**src/rtl/uart_pkg.sv**
```systemverilog
// uart_pkg: shared types and constants for the UART receiver and its receive FIFO.
package uart_pkg;
    localparam int MIN_DIV    = 4;
    localparam int MAX_DATA_W = 9;
    typedef enum logic [1:0] {
        PAR_NONE = 2'd0,
        PAR_EVEN = 2'd1,
        PAR_ODD  = 2'd2
    } parity_e;
    typedef enum logic [2:0] {
        S_IDLE,
        S_START,
        S_DATA,
        S_PARITY,
        S_STOP,
        S_BRKWAIT
    } rx_state_e;
    typedef struct packed {
        logic                  brk;
        logic                  ferr;
        logic                  perr;
        logic [MAX_DATA_W-1:0] data;
    } rx_word_t;
endpackage

```
**src/rtl/uart_rx_fifo_param_sync_fifo.sv**
```systemverilog
// sync_fifo: synchronous FIFO with a registered head word; a full FIFO drops pushes even when popping.
module sync_fifo #(
    parameter int WIDTH = 12,
    parameter int DEPTH = 16
) (
    input  logic                     clk,
    input  logic                     rst,
    input  logic                     i_push,
    input  logic [WIDTH-1:0]         i_data,
    input  logic                     i_pop,
    output logic [WIDTH-1:0]         o_data,
    output logic                     o_valid,
    output logic                     o_full,
    output logic [$clog2(DEPTH):0]   o_level
);
    localparam int AW = $clog2(DEPTH);
    localparam int LW = AW + 1;
    logic [WIDTH-1:0] r_mem [DEPTH];
    logic [AW-1:0]    r_wp, r_rp;
    logic [LW-1:0]    r_bc;
    logic             r_hv;
    logic [WIDTH-1:0] r_head;
    logic             w_push, w_load, w_from_mem, w_bypass, w_wr;

    assign o_level    = LW'(r_hv) + r_bc;
    assign o_full     = o_level == LW'(DEPTH);
    assign o_valid    = r_hv;
    assign o_data     = r_head;
    assign w_push     = i_push & ~o_full;
    // the head register refills when empty or being popped; body words take priority over a bypass
    assign w_load     = ~r_hv | i_pop;
    assign w_from_mem = w_load & (r_bc != '0);
    assign w_bypass   = w_push & w_load & (r_bc == '0);
    assign w_wr       = w_push & ~w_bypass;

    always_ff @(posedge clk) begin
        if (w_wr)
            r_mem[r_wp] <= i_data;
    end

    always_ff @(posedge clk) begin
        if (rst) begin
            r_wp   <= '0;
            r_rp   <= '0;
            r_bc   <= '0;
            r_hv   <= 1'b0;
            r_head <= '0;
        end else begin
            if (w_wr)
                r_wp <= r_wp + 1'b1;
            if (w_from_mem)
                r_rp <= r_rp + 1'b1;
            r_bc <= r_bc + LW'(w_wr) - LW'(w_from_mem);
            if (w_load) begin
                r_hv <= w_from_mem | w_bypass;
                if (w_from_mem)
                    r_head <= r_mem[r_rp];
                else if (w_bypass)
                    r_head <= i_data;
            end
        end
    end
endmodule

```
**src/rtl/uart_rx_fifo_param.sv**
```systemverilog
// uart_rx_fifo_param: UART receiver with runtime baud divisor, framing/break detection and receive FIFO.
// Define UART_RX_PARITY_EN to enable the parity bit and cfg_par.
module uart_rx_fifo_param
    import uart_pkg::*;
#(
    parameter int DATA_W = 8,
    parameter int DEPTH  = 16,
    parameter int DIV_W  = 16
) (
    input  logic                   clk,
    input  logic                   rst,
    input  logic                   rx,
    input  logic [DIV_W-1:0]       cfg_div,
    input  logic [1:0]             cfg_par,
    output logic                   m_valid,
    input  logic                   m_ready,
    output logic [DATA_W-1:0]      m_data,
    output logic                   m_perr,
    output logic                   m_ferr,
    output logic                   m_brk,
    output logic                   ovr,
    input  logic                   ovr_clr,
    output logic [$clog2(DEPTH):0] level
);
    localparam int BW = $clog2(DATA_W + 1);
    logic [1:0]        r_sync;
    logic              w_rxs, w_tick, w_par_en, w_perr, w_brk, w_full, w_unused;
    rx_state_e         r_state, w_next;
    logic [DIV_W-1:0]  r_cnt, r_div, w_div;
    logic [BW-1:0]     r_bit;
    logic [DATA_W-1:0] r_shreg;
    logic              r_push, r_ovr;
    rx_word_t          r_word, w_head;

    assign w_rxs  = r_sync[1];
    assign w_tick = r_cnt == '0;
    assign w_div  = (cfg_div < DIV_W'(MIN_DIV)) ? DIV_W'(MIN_DIV) : cfg_div;

`ifdef UART_RX_PARITY_EN
    parity_e r_par;
    logic    r_pbit;
    always_ff @(posedge clk) begin
        if (rst) begin
            r_par  <= PAR_NONE;
            r_pbit <= 1'b0;
        end else begin
            if (r_state == S_IDLE && !w_rxs)
                r_par <= (cfg_par == PAR_EVEN || cfg_par == PAR_ODD) ? parity_e'(cfg_par) : PAR_NONE;
            if (r_state == S_PARITY && w_tick)
                r_pbit <= w_rxs;
        end
    end
    assign w_par_en = r_par != PAR_NONE;
    assign w_perr   = w_par_en & ((^r_shreg ^ r_pbit) != (r_par == PAR_ODD));
    assign w_brk    = ~w_rxs & ~|r_shreg & ~(w_par_en & r_pbit);
    assign w_unused = ^w_head.data;
`else
    assign w_par_en = 1'b0;
    assign w_perr   = 1'b0;
    assign w_brk    = ~w_rxs & ~|r_shreg;
    assign w_unused = ^{w_head.data, cfg_par};
`endif

    always_comb begin
        w_next = r_state;
        case (r_state)
            S_IDLE:    w_next = w_rxs ? S_IDLE : S_START;
            S_START:   w_next = !w_tick ? S_START : (w_rxs ? S_IDLE : S_DATA);
            S_DATA:    w_next = (w_tick && r_bit == BW'(DATA_W - 1)) ? (w_par_en ? S_PARITY : S_STOP) : S_DATA;
            S_PARITY:  w_next = w_tick ? S_STOP : S_PARITY;
            S_STOP:    w_next = !w_tick ? S_STOP : (w_rxs ? S_IDLE : S_BRKWAIT);
            S_BRKWAIT: w_next = w_rxs ? S_IDLE : S_BRKWAIT;
            default:   w_next = S_IDLE;
        endcase
    end

    always_ff @(posedge clk) begin
        if (rst) begin
            r_sync  <= 2'b11;
            r_state <= S_IDLE;
            r_cnt   <= '0;
            r_div   <= DIV_W'(MIN_DIV);
            r_bit   <= '0;
            r_shreg <= '0;
            r_push  <= 1'b0;
            r_word  <= '0;
            r_ovr   <= 1'b0;
        end else begin
            r_sync  <= {r_sync[0], rx};
            r_state <= w_next;
            r_push  <= 1'b0;
            r_cnt   <= w_tick ? r_cnt : r_cnt - 1'b1;
            r_ovr   <= (r_push & w_full) ? 1'b1 : (ovr_clr ? 1'b0 : r_ovr);
            case (r_state)
                S_IDLE: if (!w_rxs) begin
                    r_div <= w_div;
                    r_cnt <= w_div >> 1;
                end
                S_START: if (w_tick) begin
                    r_cnt <= r_div - 1'b1;
                    r_bit <= '0;
                end
                S_DATA: if (w_tick) begin
                    r_shreg <= {w_rxs, r_shreg[DATA_W-1:1]};
                    r_bit   <= r_bit + 1'b1;
                    r_cnt   <= r_div - 1'b1;
                end
                S_PARITY: if (w_tick)
                    r_cnt <= r_div - 1'b1;
                S_STOP: if (w_tick) begin
                    r_push <= 1'b1;
                    r_word <= {w_brk, ~w_rxs, w_perr, MAX_DATA_W'(r_shreg)};
                end
                default: ;
            endcase
        end
    end

    sync_fifo #(
        .WIDTH($bits(rx_word_t)),
        .DEPTH(DEPTH)
    ) u_fifo (
        .clk     (clk),
        .rst     (rst),
        .i_push  (r_push),
        .i_data  (r_word),
        .i_pop   (m_ready),
        .o_data  (w_head),
        .o_valid (m_valid),
        .o_full  (w_full),
        .o_level (level)
    );

    assign m_data = w_head.data[DATA_W-1:0];
    assign m_perr = w_head.perr;
    assign m_ferr = w_head.ferr;
    assign m_brk  = w_head.brk;
    assign ovr    = r_ovr;
endmodule

```
**config.mk**
```make
export PLATFORM = sky130hd
export DESIGN_NAME = uart_rx_fifo_param
export DESIGN_NICKNAME = d
export VERILOG_FILES = /design/src/rtl/uart_pkg.sv /design/src/rtl/uart_rx_fifo_param_sync_fifo.sv /design/src/rtl/uart_rx_fifo_param.sv
export SDC_FILE = /design/constraint.sdc
export NUM_CORES = 1
export LEC_CHECK = 0
export ABC_AREA = 1
export BUFFER_PORTS_ARGS = -buffer_cell sky130_fd_sc_hd__buf_2
export CELL_PAD_IN_SITES_DETAIL_PLACEMENT = 0
export CELL_PAD_IN_SITES_GLOBAL_PLACEMENT = 2
export CORE_MARGIN = 2
export CORE_UTILIZATION = 29
export DETAILED_ROUTE_END_ITERATION = 8
export PLACE_DENSITY = 0.67
export SLEW_MARGIN = 30
export SYNTH_ARGS = -nofsm -noshare
export SYNTH_HDL_FRONTEND = slang
export SYNTH_SLANG_ARGS = --single-unit
```
**constraint.sdc**
```tcl
create_clock -name clk -period 3.45 [get_ports clk]
set_input_delay 0.69 -clock clk [delete_from_list [all_inputs] [get_ports clk]]
set_output_delay 0.69 -clock clk [all_outputs]
set_load 0.02 [all_outputs]
```
**Yosys cells after proc, flatten, opt, wreduce, memory -nomap -nowiden**

Memories as Yosys holds them, arrays and structs flattened. A register that Yosys moved wholly into a read port is not among the register bits.
Index checks and enable logic that the tools add are counted.

- Bits in registers: 87
- Bits in writable memories: 160
- Bits of input ports: 23
- Output and inout bits: 18
- Memories kept: 1

- Add/subtract/negate cells: 8
- $lt $le $gt $ge: 1
- Equal/unequal tests: 9
- Multiplexer cells: 25
- Bitwise operators: 14
- Reduce and logical (&&, ||, !) cells: 17

Memories:

| name | words | bits a word | rd ports | clocked after Yosys merged registers in | wr ports | RTL line | source |
|---|---|---|---|---|---|---|---|
| u_fifo.r_mem | 16 | 10 | 1 | 1 | 1 | uart_rx_fifo_param_sync_fifo.sv:18 | `logic [WIDTH-1:0] r_mem [DEPTH];` |

Operators with widths:

| kind | number |
|---|---|
| two-way mux 16 bit | 4 |
| one-hot mux 16 bit (2 select lines) | 1 |
| subtractor 16 x 1 -> 16 bit, second input constant | 2 |
| two-way mux 12 bit | 2 |
| one-hot mux 3 bit (6 select lines) | 1 |
| zero test 16 bit | 1 |
| less-than comparator 16 x 3 -> 1 bit, second input constant | 1 |
| two-way mux 4 bit | 4 |
| adder 4 x 1 -> 4 bit, second input constant | 3 |
| two-way mux 3 bit | 4 |
| one-hot mux 4 bit (2 select lines) | 1 |
| AND reduction 2 bit | 4 |
| OR reduction 8 bit | 1 |
| bitwise AND 1 bit | 7 |
| == test 3 x 2 -> 1 bit, second input constant | 2 |
| == test 3 bit, second input constant | 2 |
| two-way mux 1 bit | 6 |
| nonzero test 2 bit | 3 |
| adder 1 x 5 -> 5 bit | 1 |
| adder 5 x 1 -> 5 bit | 1 |
| == test 5 bit, second input constant | 1 |
| zero test 5 bit | 1 |
| inverter 1 bit | 5 |
| nonzero test 5 bit | 1 |
| other kinds (12) | 15 |

**Logic depth before layout (Yosys ltp)**

- Depth after elaboration: 10
- Depth in mapped cells: 15

**Hierarchy**

Synthesis repeated with hierarchy kept, for this count alone.

- Cell total of the unflattened synthesis: 1,630
- Area, all modules: 13,614.3 um^2

Modules (own cells, without submodules):

| module | times used | cells an instance | area each (um^2) | seq. area each (um^2) |
|---|---|---|---|---|
| sync_fifo | 1 | 1,065 | 10,057.1 | 6,366.1 |
| uart_rx_fifo_param | 1 | 565 | 3,557.2 | 1,221.2 |

**Worst setup path after synthesis**

No wires, ideal clock.

- Kind: input -> register
- Start point: input m_ready
- End point: register u_fifo.r_bc[4]
- Setup time: 0.128 ns
- Arrival: 2.643 ns
- Data required time: 3.322 ns
- Setup slack: 0.679 ns
- Stages on the path: 14
- Path buffers: 1
- Path through: nor2_1 > inv_1 > nand2_1 > inv_1 > buf_2 > ha_1 > inv_1 > ha_1 > inv_1 > fa_1 > nor3_1 > a211oi_1 > o21ai_0 > a21oi_1

RTL lines:

| element | RTL line | source |
|---|---|---|
| start, declared | uart_rx_fifo_param.sv:16 | `input logic m_ready,` |
| OR 1 bit | uart_rx_fifo_param_sync_fifo.sv:31 | `assign w_load = ~r_hv \| i_pop;` |
| bitwise AND 1 bit | uart_rx_fifo_param_sync_fifo.sv:32 | `assign w_from_mem = w_load & (r_bc != '0);` |
| net u_fifo.w_from_mem | uart_rx_fifo_param_sync_fifo.sv:23 | `logic w_push, w_load, w_from_mem, w_bypass, w_wr;` |
| subtractor 5 x 1 -> 5 bit | uart_rx_fifo_param_sync_fifo.sv:53 | `r_bc <= r_bc + LW'(w_wr) - LW'(w_from_mem);` |
| end signal, assigned | uart_rx_fifo_param_sync_fifo.sv:53 |  |
| end, declared | uart_rx_fifo_param_sync_fifo.sv:20 | `logic [LW-1:0] r_bc;` |

The timed path passes the listed nets, and every way through them passes these cells.
A chain may end at the register's enable or synchronous reset.

**Final worst setup path**

- Start point: register u_fifo.r_hv (netlist: u_fifo.o_valid)
- End point: register u_fifo.r_bc[4]

- Word-level cells in the longest chain between the ends: 10

Ends and longest elaborated chain:

| element | RTL line | source |
|---|---|---|
| start, declared | uart_rx_fifo_param_sync_fifo.sv:21 | `logic r_hv;` |
| start signal, assigned | uart_rx_fifo_param_sync_fifo.sv:55 | `r_hv <= w_from_mem \| w_bypass;` |
| adder 1 x 5 -> 5 bit | uart_rx_fifo_param_sync_fifo.sv:25 | `assign o_level = LW'(r_hv) + r_bc;` |
| == test 5 bit | uart_rx_fifo_param_sync_fifo.sv:26 | `assign o_full = o_level == LW'(DEPTH);` |
| inverter 1 bit | uart_rx_fifo_param_sync_fifo.sv:29 | `assign w_push = i_push & ~o_full;` |
| bitwise AND 1 bit | uart_rx_fifo_param_sync_fifo.sv:29 |  |
| bitwise AND 1 bit (2 in a row) | uart_rx_fifo_param_sync_fifo.sv:33 | `assign w_bypass = w_push & w_load & (r_bc == '0);` |
| inverter 1 bit | uart_rx_fifo_param_sync_fifo.sv:34 | `assign w_wr = w_push & ~w_bypass;` |
| bitwise AND 1 bit (*) | uart_rx_fifo_param_sync_fifo.sv:34 |  |
| net u_fifo.w_wr | uart_rx_fifo_param_sync_fifo.sv:23 |  |
| adder 5 x 1 -> 5 bit (*) | uart_rx_fifo_param_sync_fifo.sv:53 |  |
| subtractor 5 x 1 -> 5 bit (*) | uart_rx_fifo_param_sync_fifo.sv:53 |  |

Mark *: on every way through the listed nets, which the timed path passes. The rest lies on a longest branch.

==> run metrics <==
Hold Path Class in2reg; Worst-path clk slew 0.06 ns; outcome complete, no violations; Synth warnings 0; # rows 71; # resized after CTS 0; Critical Path AT 3.28 ns; Max Fclk around 350 MHz; Hold Startpoint rx; cells along the critical path ha_1 -> ha_1 -> nand2_1 -> xor2_1 -> inv_1 -> nand2_1 -> o211ai_2 -> inv_1 -> ha_1 -> inv_1 -> fa_1 -> nor3_1 -> a211oi_1 -> o21ai_0 -> a21oi_1; pin count of the biggest net entering global routing approximately 80; Mapped Cells 1,195; initial drt markers 451; Max-Cap Viols 0; Syn Nets 1,237; CTS H-tree depth 1; CP endpoint kind flip-flop; initial antenna violation count 0; die area 40,160 µm²; share of layout cells above drive strength 1 11.55%; Synth Flop Type edfxtp_1; fillers 3,944; synthesized flop and latch total 249; IO Pins 41; Worst R2R Start u_fifo.o_valid$_SDFFE_PP0P_; nets 1,284; Peak VDD IR between 400 and 500 µV; delay-heaviest family, CP adder cells; Worst Hold End r_sync[0]$_SDFF_PP1_; async set-reset flop share out of synthesis 0%; CTS Hold Bufs 0; crit path launch type flip-flop; register-to-register setup slack 0.62 ns; vias in the first global route 8,189; Slowest-stage cell, CP fa_1; Rel. slew slack 40.55%; Worst Clk Skew 0.01824 ns; sequential share of the synthesized area 58.87%; Antenna Diode Count 0; GP Congestion 0.7474; post-synthesis mux area share 0%; total power 9.416 mW; Routed Antenna Nets 0; non-filler instance count after layout ~1.8k; worst-path fanout max 8; Die H roughly 200 µm; final hold violation count 0; cell area after synthesis 11,190 µm²; Distinct cells, synth 46; core area 37,840 µm²; total global routing overflow 0; worst hold margin 0.3055 ns; clock tree sinks 249; XOR/XNOR share of the synthesized area 1.711%; CTS Buffer Depth 3; PortBufs 37; CTS Buf Count 29; Reg2Reg Depth 15; final period utilization 82.13%; Layout area overhead 15.37%; Synth Area in Simple Gates 18.17%; Worst Path Buf+Inv 3; end-of-flow core utilization 34.10%; Initial Util 29.56%; slowest stage delay, CP 0.40 ns; Post-synth EDFFs 160; Tmin final 2.833 ns; Crit Path Class reg2reg; WL final 30.06 mm; commonest non-fill, non-tap cell in the layout nor2_1; overall routing resource usage 15.10%; final count of pins violating max slew 0; 1st-pass router iterations 4; worst reg2reg endpoint u_fifo.r_bc[4]$_SDFF_PP0_; via/cell ratio 4.572; vias ~8.1k; P per Cell Area between 700 and 800 nW/µm²; dpl cells 1,722; worst endpoint required time approximately 3.9 ns; Min-Delay Path Depth 2; Die Wd 200.4 µm; most frequent cells in the layout 213 x nor2_1, 160 x edfxtp_1, 148 x nand2_1; CTS Root Cell clkbuf_16; Synth Area in Compound Gates 13.25%; area share of fa/ha/maj cells after synthesis 2.192%; CTS tree built; first-pass GRT wire length 47.04 mm; largest family of logic cells by synthesized area simple AND/OR/NAND/NOR gates; syn avg cell area roughly 9.4 µm²; DR WL/cell 16.94 µm; clk_lat worst skew 0.57 ns; DRC viols 0; TNS Setup 0 ns; worst slew pin tran 0.8905 ns; RSZ-0062 raised after global routing no; final-report setup violation count 0; post-DP HPWL 19.60 mm; cell leakage power 4.548 nW; setup bufs post-CTS 0
==> metal layers <==
layer / wire, µm / track usage, % / vias up
li1: - / - / 4170
met4: 586 / 3.545 / 0
met5: 0 / 0 / -
met2: 15660 / 27.80 / 122
met3: 986 / 2.294 / 44
met1: 12830 / 18.47 / 3780
==> worst max-delay path by stage <==
stage | end | slack (ns) | cells after the start | from
CTS | u_fifo.r_bc[4]$_SDFF_PP0_ | 0.58 | 15 | u_fifo.o_valid$_SDFFE_PP0P_
finish | u_fifo.r_bc[4]$_SDFF_PP0_ | 0.62 | 15 | u_fifo.o_valid$_SDFFE_PP0P_
global route | u_fifo.r_bc[4]$_SDFF_PP0_ | 0.20 | 15 | u_fifo.o_valid$_SDFFE_PP0P_
detailed placement | u_fifo.r_bc[4]$_SDFF_PP0_ | 0.61 | 15 | u_fifo.o_valid$_SDFFE_PP0P_
floorplan | u_fifo.r_bc[4]$_SDFF_PP0_ | 0.68 | 14 | m_ready
global placement | u_fifo.r_bc[4]$_SDFF_PP0_ | 0.59 | 15 | u_fifo.o_valid$_SDFFE_PP0P_
==> flip-flops by register name (all words and copies together), names as in the netlist, named ones only <==
| name | cells |
|---|---|
| u_fifo.o_data | 10 |
| u_fifo.r_rp | 4 |
| r_cnt | 16 |
| r_word | 10 |
| r_shreg | 8 |
| r_div | 16 |
| u_fifo.r_bc | 5 |
| r_push | 1 |
| u_fifo.r_wp | 4 |
| r_sync | 2 |
| u_fifo.o_valid | 1 |
| ovr | 1 |
| u_fifo.r_mem | 160 |
| r_state | 3 |
| r_bit | 4 |
==> where the power goes <==
part / internal, mW / switching, mW
logic: 0.993 / 2.00
registers: 3.33 / 0.227
clock network: 1.63 / 1.24
==> worst reg2reg max path: stages, from the launching register on <==
cell	delay, ns
dfxtp_1	0.33
ha_1	0.22
ha_1	0.21
nand2_1	0.09
xor2_1	0.14
inv_1	0.08
nand2_1	0.12
o211ai_2	0.18
inv_1	0.22
ha_1	0.21
inv_1	0.05
fa_1	0.40
nor3_1	0.20
a211oi_1	0.08
o21ai_0	0.16
a21oi_1	0.05
==> kinds of logic after synthesis <==
group / after synthesis
AO/OA/AOI/OAI: 267
XOR/XNOR: 21
adder cells (fa/ha/maj): 19
buffers and inverters: 160
flip-flops: 249
other: 1
AND/OR/NAND/NOR: 478
==> stage by stage <==
stage / setup slack [ns] / area, µm²
floorplan: 0.6789 / 11190
global placement: 0.5903 / 12020
detailed placement: 0.6093 / 12020
CTS: 0.5832 / 12910
global route: 0.2019 / 12910
finish: 0.6166 / 12910
==> area by class of cell <==
cell class | count | area, µm² | area share [%]
clock buffers | 36 | 752.0 | 5.826
multi-input cells | 786 | 3956 | 30.65
repair buffers | 71 | 440.4 | 3.413
clock inverters | 17 | 132.6 | 1.028
inverters | 105 | 396.6 | 3.073
well taps | 511 | 639.4 | 4.954
flip-flops and latches | 249 | 6589 | 51.05
==> synthesized netlist by cell type, types with 2 or more instances <==
cell type,instances,share of area [%]
nor2_1,213,7.1
nand2_2,4,0.22
nor3_1,7,0.31
nand4_1,8,0.45
o211ai_1,42,2.8
nor2_4,3,0.30
xor2_1,16,1.3
inv_1,94,3.2
a211oi_1,3,0.20
ha_1,18,2.0
nand3_1,77,3.4
buf_4,4,0.27
clkbuf_1,39,1.3
edfxtp_1,160,43
xnor2_1,4,0.31
nand2_1,148,5.0
a21oi_1,85,3.8
nor2_2,8,0.45
dfxtp_1,89,16
a21boi_0,2,0.13
o21ai_0,112,5.0
or2_2,2,0.11
buf_6,2,0.20
inv_2,9,0.30
buf_2,8,0.36
or2_0,2,0.11
o21ai_1,17,0.76
(Power assumes the default switching activity.)
